### src/rtl/trigger_link_framer.sv
`timescale 1ns/1ps
// ---------------------------------------------------------------------------
// trigger_link_framer
//
// Purpose:
//   Splits NLINKS*CPL S-bit clusters into per-link frames. Valid clusters are
//   packed into the low slots of each link in their original order. Each
//   frame starts with a header that holds BC0, overflow, the valid count and
//   the low BX bits. The block also runs the TX PLL power-up sequencer
//   (powerdown -> reset -> lock wait -> ready). If lock is lost the
//   sequencer starts again from powerdown. Frames stay idle until the link
//   is ready.
//
// Ports:
//   clk_40              40 MHz logic clock (only clock)
//   reset_n             asynchronous active-low reset, released on clk_40
//   force_reset_i       one-cycle pulse, restarts the sequencer from PWRDN
//   clusters_i          NLINKS*CPL clusters; link k owns slots k*CPL..k*CPL+CPL-1
//   overflow_i          cluster overflow this BX
//   ttc_bx0_i           BC0 this BX
//   bxn_counter_i       BX number (only [2:0] goes into the header)
//   pll_lock_i          PLL lock, asynchronous to clk_40
//   pll_powerdown_o     PLL powerdown
//   pll_reset_o         PLL reset
//   link_ready_o        high while the sequencer is in READY
//   link_frame_o        per link {hdr[7:0], slot CPL-1 .. slot 0}
//   valid_clusters_o    registered per-slot valid flags (not compacted)
//   valid_clusters_or_o OR of the per-slot valid flags
//   retry_cnt_o         lock-timeout retries, saturating
//   lock_lost_cnt_o     lock losses seen in READY, saturating
// ---------------------------------------------------------------------------
module trigger_link_framer #(
    parameter int NLINKS       = 4,
    parameter int CPL          = 4,
    parameter int CB           = 14,
    parameter int PDCNT        = 96,
    parameter int RSTCNT       = 128,
    parameter int LOCK_TIMEOUT = 4095
) (
    input  logic                            clk_40,
    input  logic                            reset_n,
    input  logic                            force_reset_i,
    input  logic [NLINKS*CPL*CB-1:0]        clusters_i,
    input  logic                            overflow_i,
    input  logic                            ttc_bx0_i,
    input  logic [11:0]                     bxn_counter_i,
    input  logic                            pll_lock_i,
    output logic                            pll_powerdown_o,
    output logic                            pll_reset_o,
    output logic                            link_ready_o,
    output logic [NLINKS*(8+CPL*CB)-1:0]    link_frame_o,
    output logic [NLINKS*CPL-1:0]           valid_clusters_o,
    output logic                            valid_clusters_or_o,
    output logic [7:0]                      retry_cnt_o,
    output logic [7:0]                      lock_lost_cnt_o
);

    localparam int FW   = 8 + CPL*CB;
    localparam int NS   = NLINKS*CPL;
    localparam int CMAX = (PDCNT > RSTCNT) ?
                          ((PDCNT > LOCK_TIMEOUT) ? PDCNT : LOCK_TIMEOUT) :
                          ((RSTCNT > LOCK_TIMEOUT) ? RSTCNT : LOCK_TIMEOUT);
    localparam int CW   = $clog2(CMAX + 1);

    localparam logic [CW-1:0] PD_LAST  = CW'(PDCNT - 1);
    localparam logic [CW-1:0] RST_LAST = CW'(RSTCNT - 1);
    localparam logic [CW-1:0] TO_LAST  = CW'(LOCK_TIMEOUT - 1);

    // An idle cluster has address field 2'b11. All of its low 11 bits are set.
    localparam logic [CB-1:0] IDLE_CL = CB'(11'h7FF);

    // Idle frame for every link: header zero and every slot idle.
    function automatic logic [NLINKS*FW-1:0] idle_frame();
        logic [NLINKS*FW-1:0] f;
        f = '0;
        for (int l = 0; l < NLINKS; l++)
            for (int j = 0; j < CPL; j++)
                f[l*FW + j*CB +: CB] = IDLE_CL;
        return f;
    endfunction

    localparam logic [NLINKS*FW-1:0] IDLE_FRAME = idle_frame();

    typedef enum logic [1:0] {
        ST_PWRDN,
        ST_RESET,
        ST_WAIT_LOCK,
        ST_READY
    } state_t;

    state_t              state, state_nxt;
    logic [CW-1:0]       cnt;
    logic                retry_evt, lost_evt;
    logic                lock_meta, lock_s;

    logic [NS*CB-1:0]    clusters_s1;
    logic                overflow_s1, bx0_s1;
    logic [2:0]          bxn_s1;
    logic [NS-1:0]       valid_in;
    logic [NLINKS*FW-1:0] frame_nxt;

    // Only the low three BX bits reach the header.
    logic unused_bxn;
    assign unused_bxn = ^bxn_counter_i[11:3];

    // Two-flop synchroniser for the PLL lock. pll_lock_i comes from the
    // MGT and is not related to clk_40. The sequencer looks only at lock_s.
    always_ff @(posedge clk_40 or negedge reset_n) begin
        if (!reset_n) begin
            lock_meta <= 1'b0;
            lock_s    <= 1'b0;
        end else begin
            lock_meta <= pll_lock_i;
            lock_s    <= lock_meta;
        end
    end

    // Sequencer state register. There is one shared counter. It clears on
    // every state entry. A forced restart also clears it, even when the
    // state is already PWRDN, so the full powerdown time is served again.
    // Both event counters saturate and only reset_n clears them.
    always_ff @(posedge clk_40 or negedge reset_n) begin
        if (!reset_n) begin
            state           <= ST_PWRDN;
            cnt             <= '0;
            retry_cnt_o     <= 8'd0;
            lock_lost_cnt_o <= 8'd0;
        end else begin
            state <= state_nxt;
            if (force_reset_i || (state_nxt != state))
                cnt <= '0;
            else
                cnt <= cnt + 1'b1;
            if (retry_evt && (retry_cnt_o != 8'hFF))
                retry_cnt_o <= retry_cnt_o + 8'd1;
            if (lost_evt && (lock_lost_cnt_o != 8'hFF))
                lock_lost_cnt_o <= lock_lost_cnt_o + 8'd1;
        end
    end

    // Next-state logic. A forced restart takes priority over every other
    // transition, so it also blocks the retry and lock-lost events.
    always_comb begin
        state_nxt = state;
        retry_evt = 1'b0;
        lost_evt  = 1'b0;
        if (force_reset_i) begin
            state_nxt = ST_PWRDN;
        end else begin
            case (state)
                ST_PWRDN:
                    if (cnt == PD_LAST) state_nxt = ST_RESET;
                ST_RESET:
                    if (cnt == RST_LAST) state_nxt = ST_WAIT_LOCK;
                ST_WAIT_LOCK:
                    if (lock_s) begin
                        state_nxt = ST_READY;
                    end else if (cnt == TO_LAST) begin
                        state_nxt = ST_PWRDN;
                        retry_evt = 1'b1;
                    end
                ST_READY:
                    if (!lock_s) begin
                        state_nxt = ST_PWRDN;
                        lost_evt  = 1'b1;
                    end
                default:
                    state_nxt = ST_PWRDN;
            endcase
        end
    end

    // Sequencer outputs, decoded from the state alone.
    always_comb begin
        pll_powerdown_o = (state == ST_PWRDN);
        pll_reset_o     = (state == ST_PWRDN) || (state == ST_RESET);
        link_ready_o    = (state == ST_READY);
    end

    // A slot is valid unless its address field [10:9] reads 2'b11.
    always_comb begin
        valid_in = '0;
        for (int s = 0; s < NS; s++)
            valid_in[s] = (clusters_i[s*CB + 9 +: 2] != 2'b11);
    end

    // First pipeline stage: register the inputs. The valid flags are
    // registered here too. They drive the valid outputs directly, one
    // cycle after the input, and they also drive the compaction stage.
    always_ff @(posedge clk_40 or negedge reset_n) begin
        if (!reset_n) begin
            clusters_s1         <= '0;
            overflow_s1         <= 1'b0;
            bx0_s1              <= 1'b0;
            bxn_s1              <= 3'd0;
            valid_clusters_o    <= '0;
            valid_clusters_or_o <= 1'b0;
        end else begin
            clusters_s1         <= clusters_i;
            overflow_s1         <= overflow_i;
            bx0_s1              <= ttc_bx0_i;
            bxn_s1              <= bxn_counter_i[2:0];
            valid_clusters_o    <= valid_in;
            valid_clusters_or_o <= |valid_in;
        end
    end

    // Second stage: compaction for each link. Every valid cluster goes to
    // the output slot given by the number of valid clusters already seen
    // on that link. The search over output slots uses constant indices, so
    // the logic is a plain mux tree. The remaining slots keep the idle value.
    always_comb begin
        int n;
        frame_nxt = '0;
        n         = 0;
        for (int l = 0; l < NLINKS; l++) begin
            n = 0;
            for (int j = 0; j < CPL; j++)
                frame_nxt[l*FW + j*CB +: CB] = IDLE_CL;
            for (int s = 0; s < CPL; s++) begin
                if (valid_clusters_o[l*CPL + s]) begin
                    for (int j = 0; j < CPL; j++)
                        if (j == n)
                            frame_nxt[l*FW + j*CB +: CB] = clusters_s1[(l*CPL + s)*CB +: CB];
                    n = n + 1;
                end
            end
            frame_nxt[l*FW + CPL*CB +: 8] = {bx0_s1, overflow_s1, 3'(n), bxn_s1};
        end
    end

    // Output frame register. The gate looks at link_ready_o in the capture
    // cycle. The edge that enters READY still captures an idle frame, and
    // the first data frame appears one cycle later.
    always_ff @(posedge clk_40 or negedge reset_n) begin
        if (!reset_n)
            link_frame_o <= IDLE_FRAME;
        else if (link_ready_o)
            link_frame_o <= frame_nxt;
        else
            link_frame_o <= IDLE_FRAME;
    end

endmodule
### config.mk
export PLATFORM = sky130hd
export DESIGN_NAME = trigger_link_framer
export DESIGN_NICKNAME = d
export VERILOG_FILES = /design/src/rtl/trigger_link_framer.sv
export SDC_FILE = /design/constraint.sdc
export NUM_CORES = 1
export LEC_CHECK = 0
export BUFFER_PORTS_ARGS = -buffer_cell sky130_fd_sc_hd__buf_4
export CAP_MARGIN = 25
export CORE_UTILIZATION = 40
export CTS_BUF_LIST = sky130_fd_sc_hd__clkbuf_16
export CTS_CLUSTER_DIAMETER = 50
export DETAILED_ROUTE_END_ITERATION = 7
export HOLD_SLACK_MARGIN = 0.08
export PLACE_DENSITY = 0.63
export SLEW_MARGIN = 0
export SYNTH_ARGS = -nofsm -noshare
export SYNTH_HDL_FRONTEND = slang
export SYNTH_SLANG_ARGS = --single-unit
### constraint.sdc
create_clock -name clk_40 -period 3.2 [get_ports clk_40]
set_input_delay 0.96 -clock clk_40 [delete_from_list [all_inputs] [get_ports clk_40]]
set_output_delay 0.96 -clock clk_40 [all_outputs]
set_load 0.05 [all_outputs]
Word level (Yosys, flattened, before mapping) --
Index checks and enable logic that the tools add are counted.
Operators by class: reduce and logical (&&, ||, !) cells 18, multiplexer cells 96, add/subtract/negate cells 15, eq/ne operators 61
Operator list (count):
- $mux W14 | 52
- $eq A3 B32 Y1 const A | 22
- $mux W56 | 12
- $logic_not A32 Y1 | 12
- $eq A2 B32 Y1 const A | 11
- $mux W256 | 1
- $add A32 B2 Y32 const B | 7
- $mux W32 | 7
- $ne A2 B2 Y1 const B | 16
- $eq A12 B7 Y1 const B | 2
- $add A8 B1 Y8 const B | 2
- $ne A8 B8 Y1 const B | 2
- $reduce_or A16 Y1 | 1
- $mux W2 | 7
- $add A12 B1 Y12 const B | 1
- $add A3 B2 Y3 const B | 4
- $eq A12 B12 Y1 const B | 1
- $mux W12 | 1
- $mux W3 | 4
- $mux W1 | 11
- $pmux W2 S4 | 1
- $eq A2 B1 Y1 const A | 2
- $eq A2 B2 Y1 const B | 2
- $add A1 B1 Y2 const B | 1
- other kinds (6) | 8
Storage, ports and cells: input port bits 242, output and inout bits 292, register bits after elaboration 534

Logic depth before layout (Yosys ltp) --
Gate-level depths: netlist of the first run.
depth in word-level cells 9, mapped depth 13, depth with buffers taken out 10

Least setup slack after synthesis of the first run --
OpenSTA, ideal clock, no wires.
kind register to register, start register valid_clusters_o[12], end register link_frame_o[238], stages on the path, launching flop included 13, setup slack 58 ps, required time 3121 ps, path buffers 4, data arrival time 3063 ps, cells stage by stage dfrtp_1 inv_1 clkbuf_1 ha_1 and3_1 inv_2 clkbuf_1 ha_1 and2_1 clkbuf_1 clkbuf_1 nor3_1 o21ai_0
On the way: cells in the longest elaborated chain, start to end 9, elaborated cells between the ends (all ways) 15
Ends and longest elaborated chain:
- start: declaration | line 52 | output logic [NLINKS*CPL-1:0] valid_clusters_o,
- start signal: assignment | line 203 | valid_clusters_o <= valid_in;
- $mux W1 * | line 221 | if (valid_clusters_o[l*CPL + s]) begin
- $add A32 B2 Y32 or $eq A3 B32 Y1 (tied branches) | line 225, 223
- $mux W32 or $mux W14 (tied branches) | line 221, 223
- $add A32 B2 Y32, or another cell as far along | line 225 | n = n + 1;
- $mux W32 or $mux W14 (tied branches) | line 221, 223
- $eq A3 B32 Y1 or $mux W56 (tied branches) | line 223, 221
- $mux W14 | line 223 | if (j == n)
- $mux W56 * | line 221
- $mux W256 * | line 238 | else if (link_ready_o)
- end signal: assignment | line 239 | link_frame_o <= frame_nxt;
- end: declaration | line 51 | output logic [NLINKS*(8+CPL*CB)-1:0] link_frame_o,
Every way passes the cells marked *; elsewhere a longest branch is shown, timed or not. A chain may end at the register's enable or synchronous reset.

Worst setup path after layout of the first run --
start register valid_clusters_o[9], end register link_frame_o[173]
On the way: cells in the longest elaborated chain, start to end 7, elaborated cells between the ends (all ways) 11
Ends and longest elaborated chain (line):
- $mux W32 | 221
- $add A32 B2 Y32 or $eq A3 B32 Y1 (tied branches) | 225, 223
- $mux W32 or $mux W14 (tied branches) | 221, 223
- $eq A3 B32 Y1 or $mux W56 (tied branches) | 223, 221
- $mux W14 | 223
- $mux W56 * | 221
- $mux W256 * | 238
Marked as above.

==> results of run 1 <==
cell usage in the layout, fill, tap and decap left out, types with 59 or more instances in the layout:
cell	count
sky130_fd_sc_hd__nand2_1	211
sky130_fd_sc_hd__nor3_1	110
sky130_fd_sc_hd__buf_4	561
sky130_fd_sc_hd__dfstp_2	176
sky130_fd_sc_hd__dfrtp_1	343
sky130_fd_sc_hd__o21ai_0	135
sky130_fd_sc_hd__nand3_1	114
sky130_fd_sc_hd__nor2_1	160
sky130_fd_sc_hd__clkbuf_16	59
sky130_fd_sc_hd__o221ai_1	77
layer usage:
| layer | part of all wire, % | routed length [um] | GRT usage, % | vias to the layer above |
|---|---|---|---|---|
| li1 | - | - | - | 7100 |
| met1 | 40 | 25600 | 33.2 | 7836 |
| met2 | 48 | 30700 | 40.5 | 756 |
| met3 | 8.5 | 5430 | 5.63 | 157 |
| met4 | 3.5 | 2280 | 9.41 | 14 |
| met5 | 0.14 | 93 | 0 | - |
sequential cells by signal (all words and copies together) (netlist names), 2 cells and up:
| register | count |
|---|---|
| clusters_s1 | 224 |
| lock_lost_cnt_o | 8 |
| valid_clusters_o | 16 |
| retry_cnt_o | 8 |
| link_frame_o | 241 |
| state | 2 |
| bxn_s1 | 3 |
| cnt | 12 |
power by group through the flow:
stage | registers, mW | clock network (mW) | logic (mW)
floorplan | 6.99 | 0 | 0.645
global placement | 7.00 | 0 | 1.29
detailed placement | 7.01 | 0 | 1.32
CTS | 6.90 | 6.54 | 1.32
global route | 6.92 | 6.81 | 1.46
finish | 6.91 | 6.42 | 1.32
logic make-up after synthesis:
family / after synthesis / synth area share (%)
simple gates: 671 / 15.3
mux: 5 / 0.277
xor+xnor: 32 / 1.41
fa+ha+maj: 36 / 2.27
buf+inv: 166 / 3.56
flops: 519 / 66.4
compound gates: 319 / 10.7
how the worst max path moves through the flow:
stage                               startpoint                 to  slack (ps)  cells after the start
after floorplan           valid_clusters_o[12]  link_frame_o[238]          60                     12
after global placement     valid_clusters_o[9]  link_frame_o[171]         500                      9
after detailed placement   valid_clusters_o[9]  link_frame_o[173]         360                      9
after CTS                  valid_clusters_o[9]  link_frame_o[173]         330                      9
after global routing       valid_clusters_o[9]  link_frame_o[180]          40                      9
final                      valid_clusters_o[9]  link_frame_o[173]         320                      9
stage by stage:
step	instances	util, %	hold WS (ps)
detailed placement	2852	50.1	341
floorplan	1748	-	331
CTS	2962	53.9	318
global route	2963	53.9	341
global placement	2852	50.1	362
finish	2964	53.9	326
synthesized netlist by cell type (all sizes together), types with 22 or more instances:
cell	instances	area, um2
clkbuf	97	364
nand2	212	803
a221oi	23	201
dfrtp	343	8580
nor2	160	601
nor3	112	571
buf	32	204
a21oi	40	200
dfstp	176	4620
o221ai	77	674
ha	36	450
and3	22	138
o21ai	136	681
inv	37	139
nand3	114	571
critical path, cell delays in order (launching register included):
cell and delay (ps):
sky130_fd_sc_hd__dfrtp_1 370, sky130_fd_sc_hd__buf_4 210, sky130_fd_sc_hd__ha_1 220, sky130_fd_sc_hd__o21ai_0 470, sky130_fd_sc_hd__inv_1 130, sky130_fd_sc_hd__ha_1 220
sky130_fd_sc_hd__ha_1 200, sky130_fd_sc_hd__and2_0 490, sky130_fd_sc_hd__nor3_1 330, sky130_fd_sc_hd__o21ai_0 110
cell type report:
type                    instances  share of cell area, %
flip-flops and latches        519                   50.1
diodes                          1                0.00948
inverters                      37                  0.536
clock inverters                51                   1.47
multi-input cells            1063                   22.6
clock buffers                  59                   5.60
well taps                     664                   3.15
repair buffers                570                   16.6
==> impl_results.html, run 1 <==
<table>
<tr><th>Metric</th><th>Value</th></tr>
<tr><th colspan="2">Pwr</th></tr>
<tr><td>Power density cells</td><td>555 mW/mm2</td></tr>
<tr><td>Net load switching power</td><td>3.70 mW</td></tr>
<tr><td>Peak supply drop</td><td>405 uV</td></tr>
<tr><td>Internal power</td><td>10.9 mW</td></tr>
<tr><td>Switching power as a share of total power</td><td>25.3%</td></tr>
<tr><td>Sequential fraction of design power</td><td>47.2%</td></tr>
<tr><td>Power consumption</td><td>14.6 mW</td></tr>
<tr><td>Combinational share of power</td><td>9.0%</td></tr>
<tr><td>Clock share of power</td><td>43.8%</td></tr>
<tr><td>Reported leakage power</td><td>11.7 nW</td></tr>
<tr><th colspan="2">Critical path</th></tr>
<tr><td>Element type at the critical path start</td><td>register</td></tr>
<tr><td>Worst R2R Start</td><td>valid_clusters_o[9]</td></tr>
<tr><td>Required arrival time at the worst endpoint</td><td>3700 ps</td></tr>
<tr><td>Reg2reg end</td><td>link_frame_o[173]</td></tr>
<tr><td>Register-to-register setup slack</td><td>320 ps</td></tr>
<tr><td>Sort of element at the end of the critical path</td><td>register</td></tr>
<tr><td>Cell count of the worst reg-to-reg path</td><td>9</td></tr>
<tr><td>Data arrival time of the worst path</td><td>3380 ps</td></tr>
<tr><td>Crit path max fanout</td><td>18</td></tr>
<tr><td>CP Class</td><td>reg -&gt; reg</td></tr>
<tr><th colspan="2">Die</th></tr>
<tr><td>Std cell rows</td><td>81</td></tr>
<tr><td>Overall die width</td><td>225 um</td></tr>
<tr><td>Initial Util</td><td>40.6%</td></tr>
<tr><td>Area enclosed by the die boundary</td><td>0.0506 mm2</td></tr>
<tr><td>I/O pins</td><td>534</td></tr>
<tr><td>Floorplan die height</td><td>225 um</td></tr>
<tr><td>Core box area</td><td>0.0490 mm2</td></tr>
<tr><th colspan="2">Timing</th></tr>
<tr><td>Maximum clock frequency</td><td>0.347 GHz</td></tr>
<tr><td>Worst Max-Slew Pin Slew</td><td>938 ps</td></tr>
<tr><td>Max-slew headroom at the worst pin</td><td>37.4%</td></tr>
<tr><td># setup viols final</td><td>0</td></tr>
<tr><td>Unrepaired setup endpoints after global routing</td><td>false</td></tr>
<tr><td>Count of final hold-check violations</td><td>0</td></tr>
<tr><td>Setup TNS Final</td><td>0 ps</td></tr>
<tr><td>Worst setup slack after layout</td><td>317 ps</td></tr>
<tr><td>Period utilisation layout</td><td>90.1%</td></tr>
<tr><td>Largest clock skew in the final design</td><td>25.6 ps</td></tr>
<tr><td>Max Transition Viols Final</td><td>0</td></tr>
<tr><td>Fin crit period</td><td>2880 ps</td></tr>
<tr><th colspan="2">Final layout</th></tr>
<tr><td>Area of the multi-input gates</td><td>0.00596 mm2</td></tr>
<tr><td>Fraction of layout cells with a size suffix above 1</td><td>37.0%</td></tr>
<tr><td>Post-route standard cell area excluding fillers</td><td>0.0264 mm2</td></tr>
<tr><td>Register Area</td><td>0.0132 mm2</td></tr>
<tr><td>Number of filler cells placed in the layout</td><td>4216</td></tr>
<tr><td>Area growth from synthesis to layout</td><td>32.8%</td></tr>
<tr><td>Total number of nets in the final design</td><td>2527</td></tr>
<tr><th colspan="2">Worst hold path</th></tr>
<tr><td>Class of the worst hold path</td><td>in -&gt; async</td></tr>
<tr><th colspan="2">Global route</th></tr>
<tr><td>Pin count of the biggest net entering global routing</td><td>177</td></tr>
<tr><td>Total global routing track utilization</td><td>25.1%</td></tr>
<tr><td>Vias in the first global route</td><td>15889</td></tr>
<tr><td>Overflow left after global routing</td><td>0</td></tr>
<tr><td>Initial antenna violation count</td><td>7</td></tr>
<tr><td>Global-route wire length before repair</td><td>96000 um</td></tr>
<tr><th colspan="2">Synth</th></tr>
<tr><td>Post-Syn Instances</td><td>1748</td></tr>
<tr><td>Number of distinct library cells after synthesis</td><td>52</td></tr>
<tr><td>Count of flip-flops with a built-in enable after synthesis</td><td>0</td></tr>
<tr><td>Mean instance size in the synthesized netlist</td><td>11.4 um2</td></tr>
<tr><td>Synthesis warning total</td><td>0</td></tr>
<tr><td>Post-synthesis cell area</td><td>0.0199 mm2</td></tr>
<tr><td>Post-synthesis async set-or-reset flop share</td><td>100%</td></tr>
<tr><td>Post-synth top flop</td><td>sky130_fd_sc_hd__dfrtp_1</td></tr>
<tr><td>Sequential element share of the synthesized area</td><td>66.4%</td></tr>
<tr><td>Synthesis-stage register bit count</td><td>519</td></tr>
<tr><td>Net count after synthesis</td><td>2026</td></tr>
<tr><th colspan="2">Place</th></tr>
<tr><td>Instance area after placement</td><td>0.0245 mm2</td></tr>
<tr><td>Post-DP HPWL</td><td>46100 um</td></tr>
<tr><td>Port Buf Inserts</td><td>524</td></tr>
<tr><td>Routability congestion estimate</td><td>0.904</td></tr>
<tr><td>Pre-CTS setup slack</td><td>355 ps</td></tr>
<tr><th colspan="2">Drt</th></tr>
<tr><td>Routed vias</td><td>15863</td></tr>
<tr><td>Number of design-rule violations left by the first detailed-router iteration</td><td>1209</td></tr>
<tr><td>Detailed Routing Iterations Pass 1</td><td>7</td></tr>
<tr><td>Routed wire per std cell</td><td>21.7 um</td></tr>
<tr><td>Via/cell ratio</td><td>5.35</td></tr>
<tr><td>DRT Wirelength</td><td>64200 um</td></tr>
<tr><td># DRC</td><td>0</td></tr>
<tr><td>Remaining antenna violation count</td><td>0</td></tr>
<tr><th colspan="2">Clocking</th></tr>
<tr><td>Register clock-pin slew on the reported worst setup and hold paths</td><td>60 ps</td></tr>
<tr><td>Maximum buffer depth of the clock tree</td><td>3</td></tr>
<tr><td>Post-CTS setup buffer count</td><td>0</td></tr>
<tr><td>CTS Hold Buffers Added</td><td>0</td></tr>
<tr><td>Clk Tree Root Cell</td><td>sky130_fd_sc_hd__clkbuf_16</td></tr>
<tr><td>Number of buffers inserted during clock tree synthesis</td><td>58</td></tr>
<tr><td>Worst-Skew Late Latency</td><td>620 ps</td></tr>
<tr><td>Clock tree from TritonCTS</td><td>done</td></tr>
<tr><td>Clock sink total</td><td>519</td></tr>
<tr><td>CTS-repair resized insts</td><td>0</td></tr>
<tr><td>H-tree level count</td><td>2</td></tr>
<tr><th colspan="2">Flow run</th></tr>
<tr><td>Max-Cap Viols</td><td>0</td></tr>
<tr><th colspan="2">Outcome</th></tr>
<tr><td>Outcome</td><td>completed</td></tr>
</table>
Note: power is estimated with default switching activity, not from simulation.
==> run 2: changes to the inputs <==
--- a/config.mk
+++ b/config.mk
@@ -7,12 +7,14 @@
 export LEC_CHECK = 0
 export BUFFER_PORTS_ARGS = -buffer_cell sky130_fd_sc_hd__buf_4
 export CAP_MARGIN = 25
-export CORE_UTILIZATION = 40
+export CORE_AREA = 2 2 209 211
 export CTS_BUF_LIST = sky130_fd_sc_hd__clkbuf_16
 export CTS_CLUSTER_DIAMETER = 50
 export DETAILED_ROUTE_END_ITERATION = 7
+export DIE_AREA = 0 0 211 213
 export HOLD_SLACK_MARGIN = 0.08
-export PLACE_DENSITY = 0.63
+export PLACE_DENSITY = 0.72
+export REMOVE_ABC_BUFFERS = 1
 export SLEW_MARGIN = 0
 export SYNTH_ARGS = -nofsm -noshare
 export SYNTH_HDL_FRONTEND = slang
==> impl_results.html, run 2 (synthesis results as in run 1) <==
<table>
<tr><th>Metric</th><th>Value</th></tr>
<tr><th colspan="2">Critical path</th></tr>
<tr><td>Crit path max fanout</td><td>19</td></tr>
<tr><td>Element type at the critical path start</td><td>register</td></tr>
<tr><td>Cell count of the worst reg-to-reg path</td><td>9</td></tr>
<tr><td>Worst R2R Start</td><td>valid_clusters_o[12]</td></tr>
<tr><td>CP Class</td><td>reg -&gt; reg</td></tr>
<tr><td>Required arrival time at the worst endpoint</td><td>3680 ps</td></tr>
<tr><td>Sort of element at the end of the critical path</td><td>register</td></tr>
<tr><td>Register-to-register setup slack</td><td>380 ps</td></tr>
<tr><td>Data arrival time of the worst path</td><td>3310 ps</td></tr>
<tr><td>Reg2reg end</td><td>link_frame_o[243]</td></tr>
<tr><th colspan="2">Timing</th></tr>
<tr><td>Setup TNS Final</td><td>0 ps</td></tr>
<tr><td># setup viols final</td><td>0</td></tr>
<tr><td>Largest clock skew in the final design</td><td>16.5 ps</td></tr>
<tr><td>Period utilisation layout</td><td>88.2%</td></tr>
<tr><td>Max-slew headroom at the worst pin</td><td>27.2%</td></tr>
<tr><td>Count of final hold-check violations</td><td>0</td></tr>
<tr><td>Unrepaired setup endpoints after global routing</td><td>false</td></tr>
<tr><td>Maximum clock frequency</td><td>0.354 GHz</td></tr>
<tr><td>Fin crit period</td><td>2820 ps</td></tr>
<tr><td>Worst Max-Slew Pin Slew</td><td>1090 ps</td></tr>
<tr><td>Max Transition Viols Final</td><td>0</td></tr>
<tr><th colspan="2">Global route</th></tr>
<tr><td>Initial antenna violation count</td><td>3</td></tr>
<tr><td>Global-route wire length before repair</td><td>95300 um</td></tr>
<tr><td>Vias in the first global route</td><td>15973</td></tr>
<tr><td>Total global routing track utilization</td><td>27.9%</td></tr>
<tr><td>Pin count of the biggest net entering global routing</td><td>177</td></tr>
<tr><td>Overflow left after global routing</td><td>0</td></tr>
<tr><th colspan="2">Final layout</th></tr>
<tr><td>Most common cell after layout, fill and taps aside</td><td>sky130_fd_sc_hd__buf_4</td></tr>
<tr><td>Fraction of layout cells with a size suffix above 1</td><td>36.5%</td></tr>
<tr><td>Total number of nets in the final design</td><td>2528</td></tr>
<tr><td>Max FFs per register</td><td>241</td></tr>
<tr><td>Register Area</td><td>0.0132 mm2</td></tr>
<tr><td>Utilization after layout</td><td>61.1%</td></tr>
<tr><td>Number of filler cells placed in the layout</td><td>3398</td></tr>
<tr><td>Most frequent cells in the layout</td><td>sky130_fd_sc_hd__buf_4, sky130_fd_sc_hd__dfrtp_1, sky130_fd_sc_hd__nand2_1</td></tr>
<tr><td>Most flop-heavy register</td><td>link_frame_o</td></tr>
<tr><td>Area growth from synthesis to layout</td><td>31.2%</td></tr>
<tr><td>Area of the multi-input gates</td><td>0.00596 mm2</td></tr>
<tr><td>Top flop regs</td><td>link_frame_o (241), clusters_s1 (224), valid_clusters_o (16)</td></tr>
<tr><th colspan="2">Flow run</th></tr>
<tr><td>Max-Cap Viols</td><td>0</td></tr>
<tr><th colspan="2">Pwr</th></tr>
<tr><td>Reported leakage power</td><td>11.7 nW</td></tr>
<tr><td>Peak supply drop</td><td>386 uV</td></tr>
<tr><td>Power consumption</td><td>14.3 mW</td></tr>
<tr><td>Power density cells</td><td>547 mW/mm2</td></tr>
<tr><th colspan="2">Clocking</th></tr>
<tr><td>Clock tree from TritonCTS</td><td>done</td></tr>
<tr><td>CTS Hold Buffers Added</td><td>0</td></tr>
<tr><td>Clk Tree Root Cell</td><td>sky130_fd_sc_hd__clkbuf_16</td></tr>
<tr><td>H-tree level count</td><td>2</td></tr>
<tr><td>Clock sink total</td><td>519</td></tr>
<tr><td>Maximum buffer depth of the clock tree</td><td>3</td></tr>
<tr><td>Register clock-pin slew on the reported worst setup and hold paths</td><td>60 ps</td></tr>
<tr><td>Worst-Skew Late Latency</td><td>600 ps</td></tr>
<tr><td>CTS-repair resized insts</td><td>0</td></tr>
<tr><td>Number of buffers inserted during clock tree synthesis</td><td>56</td></tr>
<tr><td>Post-CTS setup buffer count</td><td>0</td></tr>
<tr><th colspan="2">Drt</th></tr>
<tr><td># DRC</td><td>0</td></tr>
<tr><td>Remaining antenna violation count</td><td>0</td></tr>
<tr><td>Number of design-rule violations left by the first detailed-router iteration</td><td>1453</td></tr>
<tr><td>Routed wire per std cell</td><td>22.4 um</td></tr>
<tr><td>DRT Wirelength</td><td>63800 um</td></tr>
<tr><td>Detailed Routing Iterations Pass 1</td><td>6</td></tr>
<tr><td>Routed vias</td><td>16174</td></tr>
<tr><td>Via/cell ratio</td><td>5.69</td></tr>
<tr><th colspan="2">Die</th></tr>
<tr><td>Std cell rows</td><td>76</td></tr>
<tr><td>Core box area</td><td>0.0427 mm2</td></tr>
<tr><td>Area enclosed by the die boundary</td><td>0.0449 mm2</td></tr>
<tr><td>Floorplan die height</td><td>213 um</td></tr>
<tr><td>I/O pins</td><td>534</td></tr>
<tr><td>Initial Util</td><td>46.6%</td></tr>
<tr><td>Overall die width</td><td>211 um</td></tr>
<tr><th colspan="2">Place</th></tr>
<tr><td>Port Buf Inserts</td><td>524</td></tr>
<tr><td>Post-DP HPWL</td><td>44000 um</td></tr>
<tr><td>Routability congestion estimate</td><td>0.942</td></tr>
<tr><th colspan="2">Outcome</th></tr>
<tr><td>Outcome</td><td>completed</td></tr>
<tr><th colspan="2">Worst hold path</th></tr>
<tr><td>Class of the worst hold path</td><td>in -&gt; async</td></tr>
</table>
## run 2: changes by cell type in the layout (fill, tap and decap cells not counted), moves of 3 or more
cell | before | now
sky130_fd_sc_hd__inv_1 | 41 | 56
sky130_fd_sc_hd__clkinv_2 | 11 | 2
sky130_fd_sc_hd__buf_4 | 561 | 567
sky130_fd_sc_hd__clkinv_1 | 15 | 12
## run 2: worst max-delay path, cell delays in order, from the launching register on
cell,delay [ps]
sky130_fd_sc_hd__dfrtp_1,530
sky130_fd_sc_hd__inv_1,110
sky130_fd_sc_hd__ha_1,360
sky130_fd_sc_hd__and3_1,270
sky130_fd_sc_hd__inv_2,330
sky130_fd_sc_hd__ha_1,230
sky130_fd_sc_hd__and2_1,280
sky130_fd_sc_hd__buf_4,250
sky130_fd_sc_hd__nor3_1,70
sky130_fd_sc_hd__o21ai_0,270
## run 2: routing by layer
metal | track usage [%] | vias to the layer above | wire (um)
met5 | 0 | - | 22
met4 | 11.9 | 4 | 2730
met3 | 7.91 | 182 | 6860
met2 | 45.3 | 967 | 30500
met1 | 35.3 | 7916 | 23700
li1 | - | 7105 | -
## run 2: worst max-delay path by stage
stage / from / end / cells after the start
floorplan: state[0] / link_ready_o / 2
global placement: valid_clusters_o[12] / link_frame_o[243] / 9
detailed placement: valid_clusters_o[4] / link_frame_o[119] / 8
CTS: valid_clusters_o[12] / link_frame_o[243] / 9
global route: valid_clusters_o[12] / link_frame_o[243] / 9
finish: valid_clusters_o[12] / link_frame_o[243] / 9
## run 2: area by class of cell
| type | count | share of cell area (%) |
|---|---|---|
| flip-flops and latches | 519 | 50.6 |
| clock buffers | 57 | 5.47 |
| multi-input cells | 1063 | 22.9 |
| inverters | 37 | 0.542 |
| clock inverters | 49 | 1.11 |
| repair buffers | 573 | 16.8 |
| diodes | 1 | 0.00959 |
| well taps | 546 | 2.62 |
## run 2: power by group
| group | internal [mW] | total, mW | switching [mW] |
|---|---|---|---|
| sequential | 6.74 | 6.90 | 0.162 |
| clock | 3.39 | 5.99 | 2.60 |
| combinational | 0.519 | 1.37 | 0.850 |
## run 2: stage by stage
stage                     area (um2)  hold WS [ps]  cells  worst slack [ps]
after CTS                      26100           236   2844               429
after global routing           26100           254   2844               210
after detailed placement       24400           337   2738               481
after floorplan                19300           331   1619              -925
after global placement         24400           337   2738               560
final                          26100           249   2845               377
==> run 3: changes to the inputs <==
--- a/config.mk
+++ b/config.mk
@@ -7,13 +7,12 @@
 export LEC_CHECK = 0
 export BUFFER_PORTS_ARGS = -buffer_cell sky130_fd_sc_hd__buf_4
 export CAP_MARGIN = 25
-export CORE_AREA = 2 2 209 211
+export CORE_UTILIZATION = 40
 export CTS_BUF_LIST = sky130_fd_sc_hd__clkbuf_16
 export CTS_CLUSTER_DIAMETER = 50
 export DETAILED_ROUTE_END_ITERATION = 7
-export DIE_AREA = 0 0 211 213
 export HOLD_SLACK_MARGIN = 0.08
-export PLACE_DENSITY = 0.72
+export PLACE_DENSITY = 0.63
 export REMOVE_ABC_BUFFERS = 1
 export SLEW_MARGIN = 0
 export SYNTH_ARGS = -nofsm -noshare
==> impl_results.html, run 3 (synthesis results as in run 1) <==
<table>
<tr><th>Metric</th><th>Value</th></tr>
<tr><th colspan="2">Outcome</th></tr>
<tr><td>Outcome</td><td>completed</td></tr>
<tr><th colspan="2">Critical path</th></tr>
<tr><td>Data arrival time of the worst path</td><td>1880 ps</td></tr>
<tr><td>Reg2reg end</td><td>link_frame_o[55]</td></tr>
<tr><td>Required arrival time at the worst endpoint</td><td>2240 ps</td></tr>
<tr><td>Element type at the critical path start</td><td>register</td></tr>
<tr><td>Worst R2R Start</td><td>valid_clusters_o[0]</td></tr>
<tr><td>Crit path max fanout</td><td>18</td></tr>
<tr><td>CP Class</td><td>reg -&gt; out</td></tr>
<tr><td>Register-to-register setup slack</td><td>390 ps</td></tr>
<tr><td>Sort of element at the end of the critical path</td><td>output port</td></tr>
<tr><td>Cell count of the worst reg-to-reg path</td><td>8</td></tr>
<tr><th colspan="2">Die</th></tr>
<tr><td>I/O pins</td><td>534</td></tr>
<tr><td>Floorplan die height</td><td>225 um</td></tr>
<tr><td>Overall die width</td><td>225 um</td></tr>
<tr><td>Std cell rows</td><td>81</td></tr>
<tr><td>Initial Util</td><td>40.6%</td></tr>
<tr><td>Core box area</td><td>0.0490 mm2</td></tr>
<tr><td>Area enclosed by the die boundary</td><td>0.0506 mm2</td></tr>
<tr><th colspan="2">Clocking</th></tr>
<tr><td>Clock tree from TritonCTS</td><td>done</td></tr>
<tr><td>Clock sink total</td><td>519</td></tr>
<tr><td>Clk Tree Root Cell</td><td>sky130_fd_sc_hd__clkbuf_16</td></tr>
<tr><td>Post-CTS setup buffer count</td><td>0</td></tr>
<tr><td>Maximum buffer depth of the clock tree</td><td>3</td></tr>
<tr><td>Register clock-pin slew on the reported worst setup and hold paths</td><td>60 ps</td></tr>
<tr><td>Number of buffers inserted during clock tree synthesis</td><td>57</td></tr>
<tr><td>CTS Hold Buffers Added</td><td>0</td></tr>
<tr><td>H-tree level count</td><td>2</td></tr>
<tr><td>Worst-Skew Late Latency</td><td>590 ps</td></tr>
<tr><td>CTS-repair resized insts</td><td>0</td></tr>
<tr><th colspan="2">Final layout</th></tr>
<tr><td>Post-route standard cell area excluding fillers</td><td>0.0263 mm2</td></tr>
<tr><td>Final antenna diode count</td><td>0</td></tr>
<tr><td>Most frequent cells in the layout</td><td>sky130_fd_sc_hd__buf_4, sky130_fd_sc_hd__dfrtp_1, sky130_fd_sc_hd__nand2_1</td></tr>
<tr><td>Number of filler cells placed in the layout</td><td>4266</td></tr>
<tr><td>Fraction of layout cells with a size suffix above 1</td><td>37.1%</td></tr>
<tr><td>Most common cell after layout, fill and taps aside</td><td>sky130_fd_sc_hd__buf_4</td></tr>
<tr><td>Top flop regs</td><td>link_frame_o (241), clusters_s1 (224), valid_clusters_o (16)</td></tr>
<tr><td>Area growth from synthesis to layout</td><td>32.5%</td></tr>
<tr><td>Most flop-heavy register</td><td>link_frame_o</td></tr>
<tr><td>Total number of nets in the final design</td><td>2535</td></tr>
<tr><td>Utilization after layout</td><td>53.8%</td></tr>
<tr><td>Max FFs per register</td><td>241</td></tr>
<tr><th colspan="2">Drt</th></tr>
<tr><td>Remaining antenna violation count</td><td>0</td></tr>
<tr><td># DRC</td><td>0</td></tr>
<tr><td>Detailed Routing Iterations Pass 1</td><td>6</td></tr>
<tr><td>Routed wire per std cell</td><td>21.8 um</td></tr>
<tr><td>Via/cell ratio</td><td>5.39</td></tr>
<tr><td>Number of design-rule violations left by the first detailed-router iteration</td><td>1339</td></tr>
<tr><td>DRT Wirelength</td><td>64800 um</td></tr>
<tr><td>Routed vias</td><td>15975</td></tr>
<tr><th colspan="2">Timing</th></tr>
<tr><td>Fin crit period</td><td>2840 ps</td></tr>
<tr><td>Max Transition Viols Final</td><td>0</td></tr>
<tr><td>Max-slew headroom at the worst pin</td><td>31.9%</td></tr>
<tr><td>Worst Max-Slew Pin Slew</td><td>1020 ps</td></tr>
<tr><td># setup viols final</td><td>0</td></tr>
<tr><td>Count of final hold-check violations</td><td>0</td></tr>
<tr><td>Maximum clock frequency</td><td>0.352 GHz</td></tr>
<tr><td>Largest clock skew in the final design</td><td>12.3 ps</td></tr>
<tr><td>Period utilisation layout</td><td>88.7%</td></tr>
<tr><td>Unrepaired setup endpoints after global routing</td><td>false</td></tr>
<tr><td>Setup TNS Final</td><td>0 ps</td></tr>
<tr><td>Worst setup slack after layout</td><td>361 ps</td></tr>
<tr><th colspan="2">Place</th></tr>
<tr><td>Routability congestion estimate</td><td>0.898</td></tr>
<tr><td>Post-DP HPWL</td><td>45100 um</td></tr>
<tr><td>Instance area after placement</td><td>0.0246 mm2</td></tr>
<tr><td>Pre-CTS setup slack</td><td>430 ps</td></tr>
<tr><td>Port Buf Inserts</td><td>524</td></tr>
<tr><th colspan="2">Global route</th></tr>
<tr><td>Global-route wire length before repair</td><td>97000 um</td></tr>
<tr><td>Met1 GRT Util</td><td>33.0%</td></tr>
<tr><td>Met2 capacity usage during global routing</td><td>41.4%</td></tr>
<tr><td>Vias in the first global route</td><td>15885</td></tr>
<tr><td>Overflow left after global routing</td><td>0</td></tr>
<tr><td>Total global routing track utilization</td><td>25.4%</td></tr>
<tr><td>Pin count of the biggest net entering global routing</td><td>176</td></tr>
<tr><td>Fraction of met3 tracks used by global routing</td><td>6.48%</td></tr>
<tr><td>GRT busiest layer</td><td>met2</td></tr>
<tr><td>Initial antenna violation count</td><td>5</td></tr>
<tr><th colspan="2">Pwr</th></tr>
<tr><td>Reported leakage power</td><td>11.7 nW</td></tr>
<tr><td>Power density cells</td><td>549 mW/mm2</td></tr>
<tr><td>Peak supply drop</td><td>388 uV</td></tr>
<tr><th colspan="2">Flow run</th></tr>
<tr><td>Max-Cap Viols</td><td>0</td></tr>
<tr><th colspan="2">Worst hold path</th></tr>
<tr><td>Class of the worst hold path</td><td>in -&gt; async</td></tr>
</table>
## run 3: where the power goes
part / switching, mW / leakage, nW / internal [mW]
clock network: 2.65 / 0.905 / 3.56
registers: 0.161 / 6.03 / 6.74
logic: 0.839 / 4.75 / 0.528
total: 3.65 / 11.7 / 10.8
## run 3: layer usage
layer  wire (um)  part of all wire (%)
met1       26000                    40
met2       31000                    48
met3        5950                   9.2
met4        1760                   2.7
met5          50                 0.077
## run 3: how the worst max path moves through the flow
stage / end / slack, ps / cells after the start / from
CTS: link_ready_o / 250 / 3 / state[0]
detailed placement: link_frame_o[55] / 430 / 8 / valid_clusters_o[0]
floorplan: link_ready_o / -920 / 2 / state[0]
finish: link_ready_o / 360 / 3 / state[0]
global route: link_frame_o[180] / 160 / 9 / valid_clusters_o[9]
global placement: link_frame_o[55] / 450 / 8 / valid_clusters_o[0]
## run 3: final cells by class
type | instances | area (um2) | area share [%]
clock buffer | 57 | 1430 | 5.41
clock inverter | 46 | 344 | 1.31
inverter | 37 | 141 | 0.537
multi-input combinational | 1063 | 5960 | 22.6
sequential | 519 | 13200 | 50.1
tap | 664 | 831 | 3.15
timing repair buffer | 579 | 4430 | 16.8
## run 3: critical path, cell delays in order, from the launching register on
cell,delay [ps]
sky130_fd_sc_hd__dfrtp_1,610
sky130_fd_sc_hd__nand2_4,260
sky130_fd_sc_hd__inv_4,180
sky130_fd_sc_hd__buf_4,220
## run 3: per-stage QoR
step	instances	power [mW]	hold slack (ps)
floorplan	1619	7.58	331
global placement	2861	8.34	333
detailed placement	2861	8.36	339
CTS	2964	14.6	314
global route	2965	15.0	347
finish	2965	14.5	337
